**config.mk**
```make
export PLATFORM = sky130hd
export DESIGN_NAME = seg7_bcd_display
export DESIGN_NICKNAME = d
export VERILOG_FILES = /design/src/rtl/seg7_pkg.sv /design/src/rtl/seg7_hex_decode.sv /design/src/rtl/seg7_bcd_display.sv
export SDC_FILE = /design/constraint.sdc
export NUM_CORES = 1
export LEC_CHECK = 0
export CAP_MARGIN = 10
export CORE_ASPECT_RATIO = 1.5
export CORE_MARGIN = 2
export CORE_UTILIZATION = 60
export CTS_BUF_LIST = sky130_fd_sc_hd__clkbuf_4
export CTS_CLUSTER_DIAMETER = 200
export DETAILED_ROUTE_END_ITERATION = 8
export PLACE_DENSITY = 0.87
export SYNTH_ARGS = -nofsm -noshare
export SYNTH_HDL_FRONTEND = slang
export SYNTH_SLANG_ARGS = --single-unit
```
**constraint.sdc**
```tcl
create_clock -name Clock -period 4.7 [get_ports Clock]
set_input_delay 0.94 -clock Clock [delete_from_list [all_inputs] [get_ports Clock]]
set_output_delay 0.94 -clock Clock [all_outputs]
set_load 0.02 [all_outputs]
```
**src/rtl/seg7_pkg.sv**
```systemverilog
// Shared definitions for the multi-digit 7-segment display driver:
// FSM state encoding and active-low segment patterns (bit0=a .. bit6=g).
package seg7_pkg;

  localparam int unsigned NIB_W = 4;
  localparam int unsigned SEG_W = 7;

  typedef enum logic [1:0] {
    IDLE   = 2'd0,
    SHIFT  = 2'd1,
    UPDATE = 2'd2
  } state_t;

  localparam logic [SEG_W-1:0] SEG_0     = 7'b1000000;
  localparam logic [SEG_W-1:0] SEG_1     = 7'b1111001;
  localparam logic [SEG_W-1:0] SEG_2     = 7'b0100100;
  localparam logic [SEG_W-1:0] SEG_3     = 7'b0110000;
  localparam logic [SEG_W-1:0] SEG_4     = 7'b0011001;
  localparam logic [SEG_W-1:0] SEG_5     = 7'b0010010;
  localparam logic [SEG_W-1:0] SEG_6     = 7'b0000010;
  localparam logic [SEG_W-1:0] SEG_7     = 7'b1111000;
  localparam logic [SEG_W-1:0] SEG_8     = 7'b0000000;
  localparam logic [SEG_W-1:0] SEG_9     = 7'b0010000;
  localparam logic [SEG_W-1:0] SEG_A     = 7'b0001000;
  localparam logic [SEG_W-1:0] SEG_B     = 7'b0000011;
  localparam logic [SEG_W-1:0] SEG_C     = 7'b1000110;
  localparam logic [SEG_W-1:0] SEG_D     = 7'b0100001;
  localparam logic [SEG_W-1:0] SEG_E     = 7'b0000110;
  localparam logic [SEG_W-1:0] SEG_F     = 7'b0001110;
  localparam logic [SEG_W-1:0] SEG_BLANK = 7'b1111111;
  localparam logic [SEG_W-1:0] SEG_DASH  = 7'b0111111;

endpackage

```
**src/rtl/seg7_hex_decode.sv**
```systemverilog
// Combinational nibble to active-low 7-segment pattern, full 0-F.
module seg7_hex_decode
  import seg7_pkg::*;
(
  input  logic [NIB_W-1:0] nibble,
  output logic [SEG_W-1:0] seg_c
);

  always_comb begin
    seg_c = SEG_BLANK;
    case (nibble)
      4'h0: seg_c = SEG_0;
      4'h1: seg_c = SEG_1;
      4'h2: seg_c = SEG_2;
      4'h3: seg_c = SEG_3;
      4'h4: seg_c = SEG_4;
      4'h5: seg_c = SEG_5;
      4'h6: seg_c = SEG_6;
      4'h7: seg_c = SEG_7;
      4'h8: seg_c = SEG_8;
      4'h9: seg_c = SEG_9;
      4'hA: seg_c = SEG_A;
      4'hB: seg_c = SEG_B;
      4'hC: seg_c = SEG_C;
      4'hD: seg_c = SEG_D;
      4'hE: seg_c = SEG_E;
      4'hF: seg_c = SEG_F;
      default: seg_c = SEG_BLANK;
    endcase
  end

endmodule

```
**src/rtl/seg7_bcd_display.sv**
```systemverilog
// Multi-digit 7-segment driver: sequential double-dabble (decimal) or raw
// nibbles (hex), optional leading-zero blanking, overflow dashes, registered HEX.
module seg7_bcd_display
  import seg7_pkg::*;
#(
  parameter int unsigned WIDTH  = 8,
  parameter int unsigned DIGITS = 3
) (
  input  logic                   Clock,
  input  logic                   Resetn,
  input  logic [WIDTH-1:0]       value,
  input  logic                   start,
  input  logic                   hex_mode,
  input  logic                   blank_lz,
  output logic                   busy,
  output logic                   done,
  output logic                   overflow,
  output logic [7*DIGITS-1:0]    HEX
);

  localparam int unsigned BCD_W = NIB_W * DIGITS;
  localparam int unsigned HEX_W = SEG_W * DIGITS;
  localparam int unsigned CAT_W = BCD_W + WIDTH;
  localparam int unsigned CNT_W = $clog2(WIDTH + 1);

  state_t             state, state_n;
  logic [CNT_W-1:0]   cnt, cnt_n;
  logic [BCD_W-1:0]   bcd, bcd_n, bcd_adj;
  logic [WIDTH-1:0]   bin, bin_n;
  logic               ovf, ovf_n;
  logic               mode_hex, mode_hex_n;
  logic               blank, blank_n;
  logic               busy_n, done_n, overflow_n;
  logic [HEX_W-1:0]   hex_n;
  logic [CAT_W-1:0]   dd_next, hex_ext;
  logic [BCD_W-1:0]   nib_all;
  logic [HEX_W-1:0]   seg_all, disp;
  logic               hex_ovf, disp_ovf, seen_nz;

  // One double-dabble step: add 3 to every digit >= 5, then shift {bcd, bin}.
  always_comb begin
    bcd_adj = bcd;
    for (int i = 0; i < int'(DIGITS); i++) begin
      if (bcd[NIB_W*i +: NIB_W] >= 4'd5) begin
        bcd_adj[NIB_W*i +: NIB_W] = bcd[NIB_W*i +: NIB_W] + 4'd3;
      end
    end
    dd_next = {bcd_adj, bin} << 1;
  end

  // Digit source: captured value nibbles in hex mode, BCD result otherwise.
  always_comb begin
    hex_ext  = CAT_W'(bin);
    hex_ovf  = |hex_ext[CAT_W-1:BCD_W];
    nib_all  = mode_hex ? hex_ext[BCD_W-1:0] : bcd;
    disp_ovf = mode_hex ? hex_ovf : ovf;
  end

  for (genvar g = 0; g < int'(DIGITS); g++) begin : g_dec
    seg7_hex_decode u_dec (
      .nibble (nib_all[NIB_W*g +: NIB_W]),
      .seg_c  (seg_all[SEG_W*g +: SEG_W])
    );
  end

  // Overflow dashes win; blanking walks down from the top digit, never digit 0.
  always_comb begin
    disp    = seg_all;
    seen_nz = 1'b0;
    for (int i = int'(DIGITS) - 1; i >= 0; i--) begin
      if (disp_ovf) begin
        disp[SEG_W*i +: SEG_W] = SEG_DASH;
      end else if (blank && !seen_nz && (i != 0) && (nib_all[NIB_W*i +: NIB_W] == 4'd0)) begin
        disp[SEG_W*i +: SEG_W] = SEG_BLANK;
      end
      if (nib_all[NIB_W*i +: NIB_W] != 4'd0) seen_nz = 1'b1;
    end
  end

  always_comb begin
    state_n    = state;
    cnt_n      = cnt;
    bcd_n      = bcd;
    bin_n      = bin;
    ovf_n      = ovf;
    mode_hex_n = mode_hex;
    blank_n    = blank;
    busy_n     = busy;
    done_n     = 1'b0;
    overflow_n = overflow;
    hex_n      = HEX;
    case (state)
      IDLE: begin
        if (start) begin
          bin_n      = value;
          bcd_n      = '0;
          ovf_n      = 1'b0;
          cnt_n      = '0;
          mode_hex_n = hex_mode;
          blank_n    = blank_lz;
          busy_n     = 1'b1;
          state_n    = hex_mode ? UPDATE : SHIFT;
        end
      end
      SHIFT: begin
        bcd_n = dd_next[CAT_W-1:WIDTH];
        bin_n = dd_next[WIDTH-1:0];
        ovf_n = ovf | bcd_adj[BCD_W-1];
        cnt_n = cnt + CNT_W'(1);
        if (cnt == CNT_W'(WIDTH - 1)) state_n = UPDATE;
      end
      UPDATE: begin
        hex_n      = disp;
        overflow_n = disp_ovf;
        done_n     = 1'b1;
        busy_n     = 1'b0;
        state_n    = IDLE;
      end
      default: state_n = IDLE;
    endcase
  end

  always_ff @(posedge Clock or negedge Resetn) begin
    if (!Resetn) begin
      state    <= IDLE;
      cnt      <= '0;
      bcd      <= '0;
      bin      <= '0;
      ovf      <= 1'b0;
      mode_hex <= 1'b0;
      blank    <= 1'b0;
      busy     <= 1'b0;
      done     <= 1'b0;
      overflow <= 1'b0;
      HEX      <= '1;
    end else begin
      state    <= state_n;
      cnt      <= cnt_n;
      bcd      <= bcd_n;
      bin      <= bin_n;
      ovf      <= ovf_n;
      mode_hex <= mode_hex_n;
      blank    <= blank_n;
      busy     <= busy_n;
      done     <= done_n;
      overflow <= overflow_n;
      HEX      <= hex_n;
    end
  end

endmodule

```
==> flow_summary_export.csv, run 1 <==
group,metric,value,unit
run_status,status,"finished, final reports clean",
logic_synthesis,synth_ff_type,"dfrtp_1",
clock_network,cts_setup_buffers,0,
placed_design,gp_congestion,0.780,
die,initial_core_util,0.611,
worst_setup_path,cp_cell_sequence,"mux2i_1, inv_1, ha_1, nor2b_1, a2111oi_0, nor3_1",
timing,setup_tns,0,ps
worst_setup_path,worstReg2RegStart,"mode_hex$_DFFE_PN0P_",
finish,final_area,3730,um2
global_routing,first_global_vias,2549,
power_and_ir_drop,p_total,2.63,mW
die,row_count,33,
timing,finalSetupViolations,0,
timing,rsz0062_at_grt,"no",
clock_network,clkTransAtPathRegs,160,ps
worst_setup_path,endpoint_kind,"flop",
worst_setup_path,cpPeakStageDelay,930,ps
clock_network,ctsRootBufferMaster,"clkbuf_4",
logic_synthesis,async_flop_share,1.00,
run,maxCapViolCount,0,
logic_synthesis,ys_seq_elements,53,
clock_network,cts_tree,"yes",
logic_synthesis,yosysTopAreaCellShare,0.242,
clock_network,cts_made_buffers,5,
worst_setup_path,cp_max_fo,18,
worst_setup_path,startpoint_type,"flop",
finish,nets,419,
worst_hold_path,hold_depth,1,
worst_setup_path,crit_required,5020,ps
routing,post_drt_wl_per_cell,14.8,um
finish,utilization,0.689,
logic_synthesis,syn_avg_cell_area,9.44,um2
placed_design,dp_hpwl,4970,um
global_routing,grt_usage,0.232,
timing,max_slew_margin,0.420,
placed_design,dpl_worst_slack,2070,ps
logic_synthesis,synth.net_count,390,
timing,hold_viol,0,
worst_setup_path,ff2ff_path_depth,6,
logic_synthesis,ys_seq_area_frac,0.409,
clock_network,hold_buffers,0,
timing,period_needed,2680,ps
worst_setup_path,rrSetupSlack,2020,ps
global_routing,grt_first_pass_wirelength,11300,um
logic_synthesis,ys_warn_count,0,
die,die_h,94.9,um
die,coreArea,5410,um2
worst_setup_path,cp.arrival,3000,ps
placed_design,io_buffers,36,
worst_setup_path,r2r_end,"HEX[3]$_DFFE_PN1P_",
clock_network,clock_tree.buffer_depth,2,
timing,tightest_slew,870,ps
timing,timing.fmax,373,MHz
finish,num_antenna_cells,0,
logic_synthesis,synth_top_cells_by_area,"dfrtp_1 24%, dfstp_2 17%, ha_1 10%, nand2_1 5.0%, nor2_1 3.6%",
die,pin_count,37,
global_routing,grt-ovfl-total,0,
routing,drtPass1Iterations,4,
die,die_area,6130,um2
finish,syn_to_final_growth,12.8,%
power_and_ir_drop,leakage,1.62,nW
global_routing,grt_start_max_net_pins,54,
finish,drive_above_1_share,0.127,
timing,slew_viol_final,0,
clock_network,ctsResizeCount,0,
logic_synthesis,synth-edff-count,0,
power_and_ir_drop,p_per_area,705,nW/um2
power_and_ir_drop,ir_drop,0.419,mV
timing,fin_ws,2020,ps
logic_synthesis,synthDistinctLibCells,54,
logic_synthesis,syn_area,3300,um2
routing,drt_first_iter_violations,174,
die,die_x,64.6,um
routing,wl,6650,um
worst_hold_path,hold_end,"HEX[20]$_DFFE_PN1P_",
worst_setup_path,crit_type,"flop to flop",
logic_synthesis,yosys.area.top_type,"dfrtp_1",
clock_network,ctsHtreeMaxLevel,2,
timing,finalClockSkew,22.3,ps
routing,vias_per_cell,5.87,
finish,final_cell_mix,"44 x nand2_1, 35 x clkdlybuf4s50_1, 32 x nor2_1, 32 x dfrtp_1, 27 x ha_1",
global_routing,grt_antenna_before_repair,0,
placed_design,placed_cell_area,3680,um2
worst_setup_path,cp_slowest_cell,"dfrtp_1",
logic_synthesis,netlist_instances,350,
routing,drc,0,
routing,detail-route-antenna-nets,0,
clock_network,cts.sinks,53,
clock_network,clk_latency,380,ps
finish,final_common_cell,"nand2_1",
worst_hold_path,hold_start,"ovf$_DFFE_PN0P_",
routing,vias,2635,
timing,post-route-period-util,0.571,
worst_hold_path,min_path_type,"flop to flop",
## Yosys cell counts (all sizes together) (4+ instances only)
cell    number
nand2       44
dfrtp       32
nor2        32
ha          27
a21oi       23
dfstp       21
inv         18
o21ai       17
mux2i       15
nand2b      10
nand3       10
a22oi        9
a31oi        9
buf          9
o31ai        9
clkbuf       8
nor3b        5
o22ai        5
mux2         4
nor2b        4
## worst max path at each step
stage	startpoint	to	slack, ps	depth (start not counted)
6_report	mode_hex$_DFFE_PN0P_	HEX[3]$_DFFE_PN1P_	2020	6
5_1_grt	mode_hex$_DFFE_PN0P_	HEX[3]$_DFFE_PN1P_	1840	6
4_1_cts	mode_hex$_DFFE_PN0P_	HEX[3]$_DFFE_PN1P_	2080	6
3_5_place_dp	start	bcd[11]$_DFFE_PN0P_	2070	5
3_3_place_gp	start	bcd[11]$_DFFE_PN0P_	2090	5
2_1_floorplan	mode_hex$_DFFE_PN0P_	HEX[3]$_DFFE_PN1P_	2670	8
## flip-flops by register name, indices dropped and copies added (netlist names)
signal    cells
HEX          21
bcd          12
bin           8
blank         1
busy          1
cnt           4
done          1
mode_hex      1
overflow      1
ovf           1
state         2
## logic make-up (layout without fill, tap and decap cells)
| family | count (synthesis) | after routing | share of synthesized area |
|---|---|---|---|
| simple gates | 117 | 117 | 0.165 |
| buf+inv | 35 | 64 | 0.0477 |
| mux | 20 | 20 | 0.0742 |
| fa+ha+maj | 27 | 27 | 0.102 |
| flops | 53 | 53 | 0.409 |
| compound gates | 92 | 92 | 0.185 |
| xor+xnor | 6 | 6 | 0.0159 |
## power breakdown
group / switching (mW) / leakage (nW) / internal (mW)
clock network: 0.135 / 0.0292 / 0.0605
registers: 0.241 / 0.633 / 0.720
logic: 0.815 / 0.954 / 0.657
## per-layer routing
layer  vias to the layer above  share of wire  track usage
met1                      1278           0.42        0.287
met4                         0          0.013       0.0585
li1                       1298              -            -
met2                        51           0.53        0.420
met3                         8          0.038       0.0393
met5                         -              0            0
## per-stage QoR
step / hold slack, ps / cells
2_1_floorplan: 419 / 350
3_3_place_gp: 437 / 442
3_5_place_dp: 444 / 442
4_1_cts: 472 / 449
5_1_grt: 494 / 449
6_report: 469 / 449
## final cells by class
class | count | area, um2
Clock buffer | 6 | 45.0
Clock inverter | 1 | 3.75
Fill cell | 437 | 1680
Inverter | 18 | 67.6
Multi-Input combinational cell | 262 | 1790
Sequential cell | 53 | 1350
Tap cell | 70 | 87.6
Timing Repair Buffer | 39 | 378
## critical path: cells and delay by family (launching register included)
family          cells  cell delay [ps]
fa+ha+maj           1              250
flops               1              930
buf+inv             1              170
compound gates      1              480
mux                 1              560
simple gates        2              250
Power figures use the tool's default switching activity.
==> inputs of run 2 (changes only) <==
--- a/config.mk
+++ b/config.mk
@@ -8,11 +8,11 @@
 export CAP_MARGIN = 10
 export CORE_ASPECT_RATIO = 1.5
 export CORE_MARGIN = 2
-export CORE_UTILIZATION = 60
+export CORE_UTILIZATION = 59
 export CTS_BUF_LIST = sky130_fd_sc_hd__clkbuf_4
 export CTS_CLUSTER_DIAMETER = 200
 export DETAILED_ROUTE_END_ITERATION = 8
-export PLACE_DENSITY = 0.87
+export PLACE_DENSITY = 0.86
 export SYNTH_ARGS = -nofsm -noshare
 export SYNTH_HDL_FRONTEND = slang
 export SYNTH_SLANG_ARGS = --single-unit
==> constraint.sdc (replaced) <==
create_clock -name Clock -period 2.7 [get_ports Clock]
set_input_delay 0.54 -clock Clock [delete_from_list [all_inputs] [get_ports Clock]]
set_output_delay 0.54 -clock Clock [all_outputs]
set_load 0.02 [all_outputs]
==> run 2 against run 1 <==
Compared with the run above: combinational power rose by 84%; clock power rose by 78%; die area is 1.6% higher; largest power group unchanged; clock skew decreased by 6.0 ps; final cell count increased by 1.3%; sequential power grew 66%; register-to-register slack worse by 1500 ps; flip-flop and latch count unchanged; total power increased by 77%; critical path depth up 1.
==> flow_summary_export.csv, run 2 (synthesis gave the netlist of run 1 again) <==
group,metric,value,unit
clock_network,cts_setup_buffers,0,
power_and_ir_drop,p_total,4.65,mW
placed_design,dp_hpwl,5310,um
routing,post_drt_wl_per_cell,15.3,um
timing,tightest_slew,807,ps
timing,finalClockSkew,16.2,ps
finish,syn_to_final_growth,14.5,%
routing,wl_met3,196,um
timing,holdWs,158,ps
timing,rsz0062_at_grt,"no",
placed_design,io_buffers,36,
finish,largest_reg_flops,21,
run_status,status,"finished, final reports clean",
finish,drive_above_1_share,0.143,
routing,drc,0,
clock_network,cts.sinks,53,
routing,met2_length,3810,um
placed_design,dpl_worst_slack,451,ps
timing,hold_viol,0,
finish,utilization,0.694,
worst_setup_path,ff2ff_path_depth,7,
finish,finalNonFillerCells,455,
worst_setup_path,crit_required,3010,ps
global_routing,grt_antenna_before_repair,0,
placed_design,placed_cell_area,3730,um2
finish,reg_top3,"HEX: 21 flops, bcd: 12 flops, bin: 8 flops",
run,maxCapViolCount,0,
global_routing,grt_first_pass_wirelength,11800,um
clock_network,ctsResizeCount,0,
routing,vias,2625,
worst_setup_path,startpoint_type,"flop",
die,row_count,33,
worst_setup_path,endpoint_kind,"flop",
clock_network,ctsHtreeMaxLevel,2,
global_routing,grt-ovfl-total,0,
routing,drt_first_iter_violations,198,
global_routing,first_global_vias,2632,
power_and_ir_drop,internal_power,2.54,mW
clock_network,hold_buffers,0,
power_and_ir_drop,clkPwrFrac,0.075,
timing,setup_tns,0,ps
timing,finalSetupViolations,0,
die,die_h,95.6,um
placed_design,gp_congestion,0.827,
power_and_ir_drop,power_switching,2.11,mW
routing,vias_per_cell,5.77,
routing,detail-route-antenna-nets,0,
power_and_ir_drop,p_per_area,1230,nW/um2
power_and_ir_drop,leakage,1.65,nW
clock_network,ctsRootBufferMaster,"clkbuf_4",
timing,fin_ws,557,ps
global_routing,grt_start_max_net_pins,29,
finish,nets,424,
finish,multi_input_area,1790,um2
finish,num_antenna_cells,0,
die,coreArea,5450,um2
timing,period_needed,2140,ps
power_and_ir_drop,pwr-share-comb,0.581,
global_routing,grt_usage,0.245,
timing,max_slew_margin,0.462,
die,pin_count,37,
finish,final_cell_mix,"44 x nand2_1, 35 x clkdlybuf4s50_1, 32 x nor2_1, 32 x dfrtp_1, 27 x ha_1",
routing,m1WireLength,2810,um
routing,wl,6940,um
finish,ff_latch_area,1350,um2
die,die_area,6230,um2
clock_network,cts_made_buffers,5,
worst_hold_path,min_path_type,"primary input to asynchronous set/reset pin",
clock_network,clk_latency,380,ps
finish,final.fill_count,461,
routing,highest_layer,"met4",
finish,largest-register,"HEX",
routing,drtPass1Iterations,4,
clock_network,clock_tree.buffer_depth,2,
power_and_ir_drop,ir_drop,0.583,mV
placed_design,dp.cells,447,
timing,post-route-period-util,0.794,
finish,final_area,3780,um2
power_and_ir_drop,seqPwrFrac,0.344,
worst_setup_path,crit_type,"flop to flop",
worst_setup_path,cp.arrival,2450,ps
die,die_x,65.1,um
finish,final_common_cell,"nand2_1",
power_and_ir_drop,p_sw_frac,0.454,
timing,timing.fmax,467,MHz
worst_setup_path,cp_max_fo,8,
timing,slew_viol_final,0,
die,initial_core_util,0.606,
clock_network,clkTransAtPathRegs,150,ps
clock_network,cts_tree,"yes",
## run 2: cell count changes in the layout (fill, tap and decap cells not counted)
cell	change
buf_4	+4
clkinv_1	-1
buf_12	+1
clkinv_2	+2
clkbuf_4	-1
clkinvlp_4	+1
## run 2: final cells by class
class	count	share of cell area
multi-input cells	262	0.474
inverters	18	0.0179
clock buffers	5	0.00992
flip-flops and latches	53	0.357
clock inverters	3	0.00463
well taps	70	0.0231
repair buffers	44	0.113
## run 2: worst paths after layout
| kind | slack, ps | to | startpoint |
|---|---|---|---|
| hold reg to reg | 450 | HEX[20]$_DFFE_PN1P_ | ovf$_DFFE_PN0P_ |
| hold / removal | 160 | bcd[4]$_DFFE_PN0P_ | Resetn |
| min in group Clock | 450 | HEX[20]$_DFFE_PN1P_ | ovf$_DFFE_PN0P_ |
| setup / recovery | 560 | HEX[7]$_DFFE_PN1P_ | mode_hex$_DFFE_PN0P_ |
| max in group asynchronous | 1930 | HEX[13]$_DFFE_PN1P_ | Resetn |
| setup reg to reg | 560 | HEX[7]$_DFFE_PN1P_ | mode_hex$_DFFE_PN0P_ |
## run 2: critical path, cell delays in order (launching register included)
cell,delay (ps)
dfrtp_1,440
mux2i_1,580
inv_1,180
ha_1,320
nor3b_1,200
a21oi_1,70
o221ai_1,190
o22ai_1,110
## run 2: power groups by stage
stage	clock network (mW)	logic (mW)	registers, mW
floorplan	0	1.75	1.74
global placement	0	2.59	1.60
detailed placement	0	2.69	1.62
CTS	0.362	2.71	1.60
global route	0.394	2.99	1.65
finish	0.348	2.70	1.60
## run 2: routing by layer
| layer | up-vias | global-route usage |
|---|---|---|
| met2 | 51 | 0.460 |
| met4 | 0 | 0.0920 |
| met3 | 8 | 0.0413 |
| met5 | - | 0 |
| li1 | 1306 | - |
| met1 | 1260 | 0.275 |
==> inputs of run 3 (changes only) <==
--- a/config.mk
+++ b/config.mk
@@ -8,11 +8,11 @@
 export CAP_MARGIN = 10
 export CORE_ASPECT_RATIO = 1.5
 export CORE_MARGIN = 2
-export CORE_UTILIZATION = 59
+export CORE_UTILIZATION = 53
 export CTS_BUF_LIST = sky130_fd_sc_hd__clkbuf_4
 export CTS_CLUSTER_DIAMETER = 200
 export DETAILED_ROUTE_END_ITERATION = 8
-export PLACE_DENSITY = 0.86
+export PLACE_DENSITY = 0.82
 export SYNTH_ARGS = -nofsm -noshare
 export SYNTH_HDL_FRONTEND = slang
 export SYNTH_SLANG_ARGS = --single-unit
==> constraint.sdc (replaced) <==
create_clock -name Clock -period 1.8 [get_ports Clock]
set_input_delay 0.36 -clock Clock [delete_from_list [all_inputs] [get_ports Clock]]
set_output_delay 0.36 -clock Clock [all_outputs]
set_load 0.02 [all_outputs]
==> run 3 against run 2 <==
Compared with the run above: global-route usage rose by 0.17 points; register-to-register slack got worse by 550 ps; flip-flop and latch count did not move; largest power group unchanged; total power rose by 71%; critical endpoint is now HEX[10]$_DFFE_PN1P_; critical path depth fell by 3; hold slack improved by 250 ps; sequential power rose by 54%; clock skew rose by 2.8 ps; routed wire length rose by 11%; largest cell class unchanged; clock-buffer cell count rose by 1; first-iteration DRC count fell by 22%.
==> flow_summary_export.csv, run 3 (synthesis gave the netlist of run 1 again) <==
group,metric,value,unit
run_status,status,"finished, final reports clean",
routing,detail-route-antenna-nets,0,
global_routing,grt_start_max_net_pins,39,
worst_setup_path,cp_slowest_cell,"dfrtp_2",
worst_setup_path,startpoint,"mode_hex$_DFFE_PN0P_",
finish,reg_top3,"HEX: 21 flops, bcd: 12 flops, bin: 8 flops",
timing,finalSetupViolations,0,
worst_setup_path,crit_end,"HEX[10]$_DFFE_PN1P_",
timing,finalClockSkew,19.0,ps
finish,largest_reg_flops,21,
finish,utilization,0.693,
routing,met2_length,4220,um
global_routing,grt_antenna_before_repair,0,
placed_design,io_buffers,36,
timing,setup_tns,0,ps
finish,final_common_cell,"nand2_1",
clock_network,cts.sinks,53,
clock_network,ctsHtreeMaxLevel,2,
worst_setup_path,ff2ff_path_depth,4,
finish,final_cell_mix,"42 x nand2_1, 36 x buf_4, 32 x nor2_1, 31 x dfrtp_1",
worst_setup_path,cpPeakStageDelay,490,ps
power_and_ir_drop,p_total,7.96,mW
timing,max_slew_margin,0.623,
timing,tightest_slew,566,ps
global_routing,grt-ovfl-total,0,
worst_setup_path,worstReg2RegStart,"mode_hex$_DFFE_PN0P_",
die,pin_count,37,
timing,hold_viol,0,
placed_design,dpl_worst_slack,-150,ps
global_routing,grt_usage,0.247,
routing,wl_met3,205,um
worst_setup_path,cp_cell_sequence,"mux2i_4, ha_1, mux4_2, a21oi_2",
timing,fin_ws,3.08,ps
worst_hold_path,min_path_type,"primary input to asynchronous set/reset pin",
routing,drtPass1Iterations,4,
worst_setup_path,path_buf_inv,0,
power_and_ir_drop,ir_drop,1.07,mV
routing,vias,2821,
worst_setup_path,endpoint_kind,"flop",
clock_network,cts_tree,"yes",
timing,timing.fmax,557,MHz
timing,post-route-period-util,0.998,
worst_setup_path,cp.arrival,2120,ps
finish,largest-register,"HEX",
placed_design,dp.cells,479,
die,coreArea,6090,um2
clock_network,clk_latency,380,ps
die,die_area,6890,um2
die,row_count,35,
run,maxCapViolCount,0,
routing,highest_layer,"met4",
timing,period_needed,1800,ps
die,initial_core_util,0.543,
finish,multi_input_area,1950,um2
worst_setup_path,crit_type,"flop to flop",
placed_design,gp_congestion,0.884,
routing,m1WireLength,3130,um
global_routing,grt_first_pass_wirelength,13100,um
worst_setup_path,crit_required,2120,ps
power_and_ir_drop,leakage,1.84,nW
clock_network,clkTransAtPathRegs,150,ps
clock_network,clock_tree.buffer_depth,2,
finish,drive_above_1_share,0.271,
finish,finalNonFillerCells,491,
worst_setup_path,r2r_end,"HEX[10]$_DFFE_PN1P_",
timing,rsz0062_at_grt,"yes",
finish,nets,456,
die,die_x,68.5,um
finish,final.fill_count,448,
die,die_h,101,um
routing,drc,0,
worst_setup_path,cp_max_fo,5,
routing,post_drt_wl_per_cell,15.7,um
timing,slew_viol_final,0,
clock_network,cts_made_buffers,5,
clock_network,ctsRootBufferMaster,"clkbuf_4",
routing,drt_first_iter_violations,155,
worst_setup_path,critical_path.top_delay_family,"multiplexers",
finish,num_antenna_cells,0,
worst_setup_path,startpoint_type,"flop",
power_and_ir_drop,p_per_area,1890,nW/um2
routing,wl,7710,um
worst_setup_path,rrSetupSlack,3,ps
global_routing,first_global_vias,2870,
finish,syn_to_final_growth,27.7,%
placed_design,dp_hpwl,5850,um
routing,vias_per_cell,5.75,
finish,ff_latch_area,1350,um2
worst_setup_path,cp.depth,4,
-- run 3: cell count changes in the layout (fill, tap and decap cells not counted), sizes merged --
cell           change
buf               +31
bufinv             +1
clkbuf             +1
clkdlybuf4s50     -22
clkinv             -1
clkinvlp           -1
dlygate4sd2       +21
dlygate4sd3        +1
dlymetal6s2s       +1
-- run 3: how the worst min path moves through the flow --
| stage | endpoint | cells past startpoint |
|---|---|---|
| 3_3_place_gp | bin[5]$_DFFE_PN0P_ | 1 |
| 4_1_cts | bin[5]$_DFFE_PN0P_ | 2 |
| 6_report | bin[5]$_DFFE_PN0P_ | 2 |
| 5_1_grt | bin[6]$_DFFE_PN0P_ | 2 |
| 3_5_place_dp | bin[5]$_DFFE_PN0P_ | 1 |
| 2_1_floorplan | bcd[0]$_DFFE_PN0P_ | 0 |
-- run 3: layer usage --
layer | up-vias | track usage
li1 | 1366 | -
met4 | 0 | 0.100
met3 | 14 | 0.0425
met2 | 56 | 0.430
met5 | - | 0
met1 | 1385 | 0.292
-- run 3: repair_timing --
item | CTS | global route
pin swaps | 0 | 7
buffers inserted | 1 | 2
resized for setup | 31 | 26
endpoints found under the setup margin | 31 | 18
hold endpoints to repair | 2 | 0
hold buffers | 1 | 0
-- run 3: area by class of cell --
| cell class | count | area share |
|---|---|---|
| Multi-Input combinational cell | 262 | 0.463 |
| Sequential cell | 53 | 0.321 |
| Timing Repair Buffer | 76 | 0.159 |
| Tap cell | 74 | 0.0219 |
| Inverter | 18 | 0.0160 |
| Clock buffer | 6 | 0.0107 |
| Clock inverter | 2 | 0.00830 |
-- run 3: worst reg2reg max path: cells and delay by family (launching register included) --
kind,cells,cell delay (ps)
mux,2,820
flops,1,490
fa+ha+maj,1,300
compound gates,1,140
-- run 3: stage by stage --
step	hold WS (ps)	area [um2]
CTS	414	4120
global route	436	4220
finish	413	4220
floorplan	64.4	3360
detailed placement	308	4010
global placement	297	4010
-- run 3: where the power goes --
| group | switching, mW | leakage [nW] | total [mW] | internal [mW] |
|---|---|---|---|---|
| logic | 2.57 | 1.16 | 4.81 | 2.24 |
| clock network | 0.371 | 0.0456 | 0.678 | 0.307 |
| registers | 0.592 | 0.632 | 2.47 | 1.88 |
| total | 3.53 | 1.84 | 7.96 | 4.43 |
